--- src/rtl/store_buffer.sv ---
// Commit-ordered store buffer: allocate at dispatch, fill at execute, retire via ROB,
// drain committed stores in order to memory, and answer load-forwarding lookups.
module store_buffer #(
  parameter int ADDR_WIDTH = 32,
  parameter int DATA_WIDTH = 32,
  parameter int FIFO_DEPTH = 8,
  localparam int IDW = $clog2(FIFO_DEPTH)
) (
  input  logic                  clk,
  input  logic                  rst,
  input  logic                  alloc_valid,
  output logic                  alloc_ready,
  output logic [IDW-1:0]        alloc_id,
  input  logic                  exec_valid,
  input  logic [IDW-1:0]        exec_id,
  input  logic [ADDR_WIDTH-1:0] exec_addr,
  input  logic [DATA_WIDTH-1:0] exec_data,
  input  logic [2:0]            exec_funct3,
  input  logic                  commit_valid,
  input  logic [IDW-1:0]        commit_id,
  input  logic                  flush,
  output logic                  mem_wr_valid,
  input  logic                  mem_wr_ready,
  output logic [ADDR_WIDTH-1:0] mem_wr_addr,
  output logic [DATA_WIDTH-1:0] mem_wr_data,
  output logic [2:0]            mem_wr_funct3,
  input  logic [ADDR_WIDTH-1:0] fwd_addr,
  output logic                  fwd_hit,
  output logic [DATA_WIDTH-1:0] fwd_data,
  output logic                  fwd_stall,
  output logic                  empty,
  output logic                  err
);
  localparam int PW = IDW + 1;
  localparam logic [2:0] F3_SW = 3'b010;

  logic [PW-1:0] head, cmt, tail, head_n, cmt_n, tail_n, count;
  logic [FIFO_DEPTH-1:0] valid, executed, valid_n, executed_n, wmatch, cand;
  logic [FIFO_DEPTH-1:0][ADDR_WIDTH-1:0] addr;
  logic [FIFO_DEPTH-1:0][DATA_WIDTH-1:0] data;
  logic [FIFO_DEPTH-1:0][2:0] funct3;
  logic [IDW-1:0] head_idx, tail_idx, cmt_idx;
  logic full, alloc_fire, exec_ok, exec_wr, commit_ok, drain, err_set;
  logic unexec, yng_any, yng_cand;
  logic [DATA_WIDTH-1:0] yng_data;

  // Slot i lies in the circular window [lo, hi)
  function automatic logic in_rng(input logic [IDW-1:0] i, input logic [PW-1:0] lo,
                                  input logic [PW-1:0] hi);
    logic [IDW-1:0] off;
    off = i - lo[IDW-1:0];
    return {1'b0, off} < (hi - lo);
  endfunction

  assign head_idx    = head[IDW-1:0];
  assign tail_idx    = tail[IDW-1:0];
  assign cmt_idx     = cmt[IDW-1:0];
  assign count       = tail - head;
  assign full        = (count == PW'(FIFO_DEPTH));
  assign empty       = (count == '0);
  assign alloc_ready = !full && !flush && !rst;
  assign alloc_id    = tail_idx;
  assign alloc_fire  = alloc_valid && alloc_ready;

  assign exec_ok   = valid[exec_id] && in_rng(exec_id, cmt, tail);
  assign commit_ok = (commit_id == cmt_idx) && (cmt != tail) && executed[cmt_idx];
  assign cmt_n     = cmt + PW'(commit_valid && commit_ok);
  // Commit lands before flush, so only execs to entries younger than cmt_n are dropped
  assign exec_wr   = exec_valid && exec_ok && !(flush && in_rng(exec_id, cmt_n, tail));
  assign err_set   = (exec_valid && !exec_ok) || (commit_valid && !commit_ok);

  assign mem_wr_valid  = (head != cmt);
  assign mem_wr_addr   = addr[head_idx];
  assign mem_wr_data   = data[head_idx];
  assign mem_wr_funct3 = funct3[head_idx];
  assign drain         = mem_wr_valid && mem_wr_ready;

  assign head_n = head + PW'(drain);
  assign tail_n = flush ? cmt_n : tail + PW'(alloc_fire);

  always_comb begin
    valid_n    = valid;
    executed_n = executed;
    if (drain) valid_n[head_idx] = 1'b0;
    if (exec_wr) executed_n[exec_id] = 1'b1;
    if (alloc_fire) begin
      valid_n[tail_idx]    = 1'b1;
      executed_n[tail_idx] = 1'b0;
    end
    if (flush)
      for (int i = 0; i < FIFO_DEPTH; i++)
        if (in_rng(IDW'(i), cmt_n, tail)) begin
          valid_n[i]    = 1'b0;
          executed_n[i] = 1'b0;
        end
  end

  always_ff @(posedge clk or posedge rst) begin
    if (rst) begin
      head     <= '0;
      cmt      <= '0;
      tail     <= '0;
      valid    <= '0;
      executed <= '0;
      err      <= 1'b0;
    end else begin
      head     <= head_n;
      cmt      <= cmt_n;
      tail     <= tail_n;
      valid    <= valid_n;
      executed <= executed_n;
      err      <= err || err_set;
    end
  end

  always_ff @(posedge clk or posedge rst) begin
    if (rst) begin
      addr   <= '0;
      data   <= '0;
      funct3 <= '0;
    end else if (exec_wr) begin
      addr[exec_id]   <= exec_addr;
      data[exec_id]   <= exec_data;
      funct3[exec_id] <= exec_funct3;
    end
  end

  // Unexecuted entries have no address yet, so they never count as a word match
  for (genvar i = 0; i < FIFO_DEPTH; i++) begin : g_match
    assign wmatch[i] = valid[i] && executed[i] &&
                       (addr[i][ADDR_WIDTH-1:2] == fwd_addr[ADDR_WIDTH-1:2]);
    assign cand[i]   = wmatch[i] && (funct3[i] == F3_SW) && (addr[i][1:0] == fwd_addr[1:0]);
  end

  assign unexec = |(valid & ~executed);

  // Walk oldest to youngest so the last match seen is the youngest
  always_comb begin
    logic [IDW-1:0] idx;
    yng_any  = 1'b0;
    yng_cand = 1'b0;
    yng_data = '0;
    idx      = '0;
    for (int k = 0; k < FIFO_DEPTH; k++) begin
      idx = head_idx + IDW'(k);
      if ((PW'(k) < count) && wmatch[idx]) begin
        yng_any  = 1'b1;
        yng_cand = cand[idx];
        yng_data = data[idx];
      end
    end
  end

  assign fwd_stall = unexec || (yng_any && !yng_cand);
  assign fwd_hit   = !unexec && yng_any && yng_cand;
  assign fwd_data  = fwd_hit ? yng_data : '0;
endmodule

--- config.mk ---
export PLATFORM = sky130hd
export DESIGN_NAME = store_buffer
export DESIGN_NICKNAME = d
export VERILOG_FILES = /design/src/rtl/store_buffer.sv
export SDC_FILE = /design/constraint.sdc
export NUM_CORES = 2
export LEC_CHECK = 0
export ABC_AREA = 0
export BUFFER_PORTS_ARGS = -buffer_cell sky130_fd_sc_hd__buf_2
export CAP_MARGIN = 20
export CORE_MARGIN = 2
export CORE_UTILIZATION = 63
export CTS_CLUSTER_DIAMETER = 40
export DETAILED_ROUTE_END_ITERATION = 8
export PLACE_DENSITY = 0.82
export SLEW_MARGIN = 10
export SYNTH_ARGS = -nofsm -noshare
export SYNTH_HDL_FRONTEND = slang
export SYNTH_SLANG_ARGS = --single-unit
--- constraint.sdc ---
create_clock -name clk -period 26.7 [get_ports clk]
set_input_delay 5.34 -clock clk [delete_from_list [all_inputs] [get_ports clk]]
set_output_delay 5.34 -clock clk [all_outputs]
set_load 0.01 [all_outputs]
==> metrics.md <==
| Metric | Value |
|---|---|
| Synthesis warning total | 0 |
| Starting Density | 0.640 |
| Register area share after synthesis | 0.357 |
| ANT nets after route | 0 |
| Final hold violations | 0 |
| Number of global-route vias before repair | roughly 34,000 |
| Final Util | 0.723 |
| H-tree depth | 3 |
| Syn Nets | approximately 3,500 |
| Max Freq | 62.7 MHz |
| Fin crit period | 15.95 ns |
| Synth unique cells | 75 |
| RR Startpoint | tail[1] |
| Critical hold path startpoint | err |
| Slew Viols, Final | 0 |
| Most frequent cell after synthesis | dfrtp_1 |
| I/O pin total | 220 |
| Total number of vias | approximately 34,000 |
| Initial antenna violation count | 20 |
| Top cells by count, synth | dfrtp_1, mux2_2, nand2_1 |
| # hold bufs at CTS | 0 |
| CTS tree | done |
| Cell taking the most area after synthesis | dfrtp_1 |
| DRT Wirelength | around 140 mm |
| Peak supply drop | between 200 and 250 uV |
| Post-Syn Instances | 3,323 |
| Drt first pass iters | 9 |
| Worst-case clock buffer depth | 3 |
| Drt via density | about 8 |
| Clock root buffer | clkbuf_16 |
| Rel. slew slack | 0.221 |
| Syn Area/Cell | about 12 um2 |
| Leakage | ~21 nW |
| Flop2flop setup slack | around 20 ns |
| R2R cell count | 19 |
| GRT Total Usage | 0.441 |
| Fill count | approximately 4,000 |
| Area growth, synth to finish | 13.0% |
| 1st-iter DRT viols | about 5,600 |
| Die H | between 200 and 300 um |
| Setup repair bufs after CTS | 0 |
| Layout Nets | approximately 3,600 |
| RSZ-0062 raised after global routing | no |
| Max-cap violations | 0 |
| Synth Flop Type | dfrtp_1 |
| Die X | 255 um |
| Worst R2R End | addr[132] |
| Total Power | roughly 5.4 mW |
| Clk slew on worst S/H paths | around 0.05 ns |
| Die ar. | 64,900 um2 |
| Worst-Skew Late Latency | approximately 0.68 ns |
| Setup_tns | 0 ns |
| CTS resizes | 0 |
| Share of the synthesized area in the top cell type | 0.357 |
| Ratio of cells with drive above 1 in the final layout | 0.399 |
| RePlAce Congestion | 0.985 |
| Total gr overflow | 0 |
| CP Class | in2out |
| CP startpoint kind | input pin |
| Setup crit start | fwd_addr[11] |
| Hold slack | around 0.48 ns |
| Async SR Flop Fraction | 1.00 |
| Tcrit/Tclk final | 0.597 |
| DRC violations left | 1 |
| Flops & latches, synth | roughly 570 |
| Critical Path AT | roughly 11 ns |
| Largest net degree at the start of global routing | 183 |
| CP required | approximately 21 ns |
| CTS sink cnt | 565 |
| Cell area after synthesis | between 30,000 and 40,000 um2 |
| Setup crit end kind | output port |
| HP Class | reg2reg |
| Outcome | finished with violations |
| Power Dens Cells | about 120 nW/um2 |
| Hpwl dp | 85.7 mm |
| Failing checks | design-rule violations |
| Number of synthesized flops with an enable pin | 0 |
| Site Rows | a little over 90 |
| CP max FO | 36 |
| Worst-margin pin slew | roughly 1.2 ns |
| IO buf count | 219 |
| Area contributors post-synth | dfrtp_1, mux4_2, mux2_2 |
| Hold Path Stages | 2 |
| Fin Clk Skew | roughly 0.053 ns |
| # setup viols final | 0 |
| Core ar. | between 60,000 and 70,000 um2 |
| DR WL/cell | ~33 um |
| CTS buffer count | slightly below 100 |
| WHS Endpoint | err |
| First-pass GRT wire length | between 200 and 250 mm |
-- sequential cells by signal (all words and copies together), names as in the netlist, 4 cells and up --
| name | cells |
|---|---|
| addr | 256 |
| cmt | 4 |
| data | 256 |
| executed | 8 |
| funct3 | 24 |
| head | 4 |
| tail | 4 |
| valid | 8 |
-- worst max path at each step --
stage	end	slack [ns]
6_report	fwd_data[4]	10.75
2_1_floorplan	addr[0]	5.56
3_5_place_dp	fwd_data[31]	10.69
3_3_place_gp	fwd_data[31]	10.84
4_1_cts	fwd_data[31]	10.66
5_1_grt	fwd_data[5]	10.83
-- through the flow --
step | worst slack (ns) | cells | instance area, um2
after floorplan | 5.56 | 3323 | 39600
after global placement | 10.84 | 4139 | 41100
after detailed placement | 10.69 | 4139 | 41100
after CTS | 10.66 | 4321 | 44600
after global routing | 10.83 | 4331 | 44800
final | 10.75 | 4338 | 44800
-- worst max-delay path: stages --
cell	delay (ns)
buf_2	0.19
xor2_1	0.17
nor4_1	0.81
nand4_1	0.36
or3_1	0.47
mux2_2	0.30
a211o_1	0.35
a21oi_4	0.16
buf_4	0.57
nand2b_1	0.56
o41ai_1	0.21
a31oi_4	0.48
buf_16	0.24
and3_2	0.20
buf_2	0.14
-- cells by family (layout without fill, tap and decap cells) --
logic type,count (synthesis),in the layout,share of synthesized area
compound gates,410,410,0.0803
xor+xnor,284,284,0.0628
fa+ha+maj,45,45,0.0147
buf+inv,337,504,0.0374
flops,565,565,0.357
mux,940,940,0.359
other cells,0,11,0
simple gates,742,742,0.0889
-- cell type report --
class	instances	area (um2)	share of cell area
Timing Repair Buffer	278	1690	0.0377
Multi-Input combinational cell	2421	24200	0.541
Clock buffer	110	2590	0.0578
Inverter	44	174	0.00388
Clock inverter	72	875	0.0195
Sequential cell	565	14100	0.316
Antenna cell	11	27.5	0.000615
Tap cell	837	1050	0.0234
-- cells in the final DEF, fill, tap and decap left out, types with 8 or more instances in the layout --
cell type / n
a21o_1: 10
nand3_1: 16
ha_1: 39
inv_8: 9
and3_1: 86
a221oi_1: 37
xnor2_1: 52
xor2_1: 228
nor2_1: 48
nor3_1: 29
nand4_1: 28
clkinvlp_4: 11
diode_2: 11
buf_4: 49
o21a_1: 33
buf_2: 219
nand2b_1: 11
bufinv_16: 9
or3_1: 8
dfrtp_1: 562
a21oi_1: 56
mux2i_1: 64
a2111oi_0: 26
o31ai_1: 10
o221ai_1: 90
nor4_1: 65
a31oi_1: 36
mux4_2: 331
inv_1: 41
o21ai_0: 24
inv_6: 17
and2_1: 9
mux2_2: 545
nand2_1: 399
clkbuf_16: 99
clkinv_4: 17
a311oi_1: 26
-- routing by layer --
layer,track usage,routed length [um],vias up,share of wire
met5,0.00602,171,-,0.0012
met4,0.250,10000,22,0.070
met3,0.181,22700,965,0.16
met2,0.637,61800,3250,0.43
met1,0.564,47900,16600,0.34
li1,-,-,13000,-
-- report_power, final --
group | switching [mW] | total (mW) | internal, mW
registers | 0.225 | 1.22 | 0.998
logic | 1.77 | 2.87 | 1.11
clock network | 0.509 | 1.31 | 0.806
total | 2.50 | 5.41 | 2.91
(Power assumes the default switching activity.)
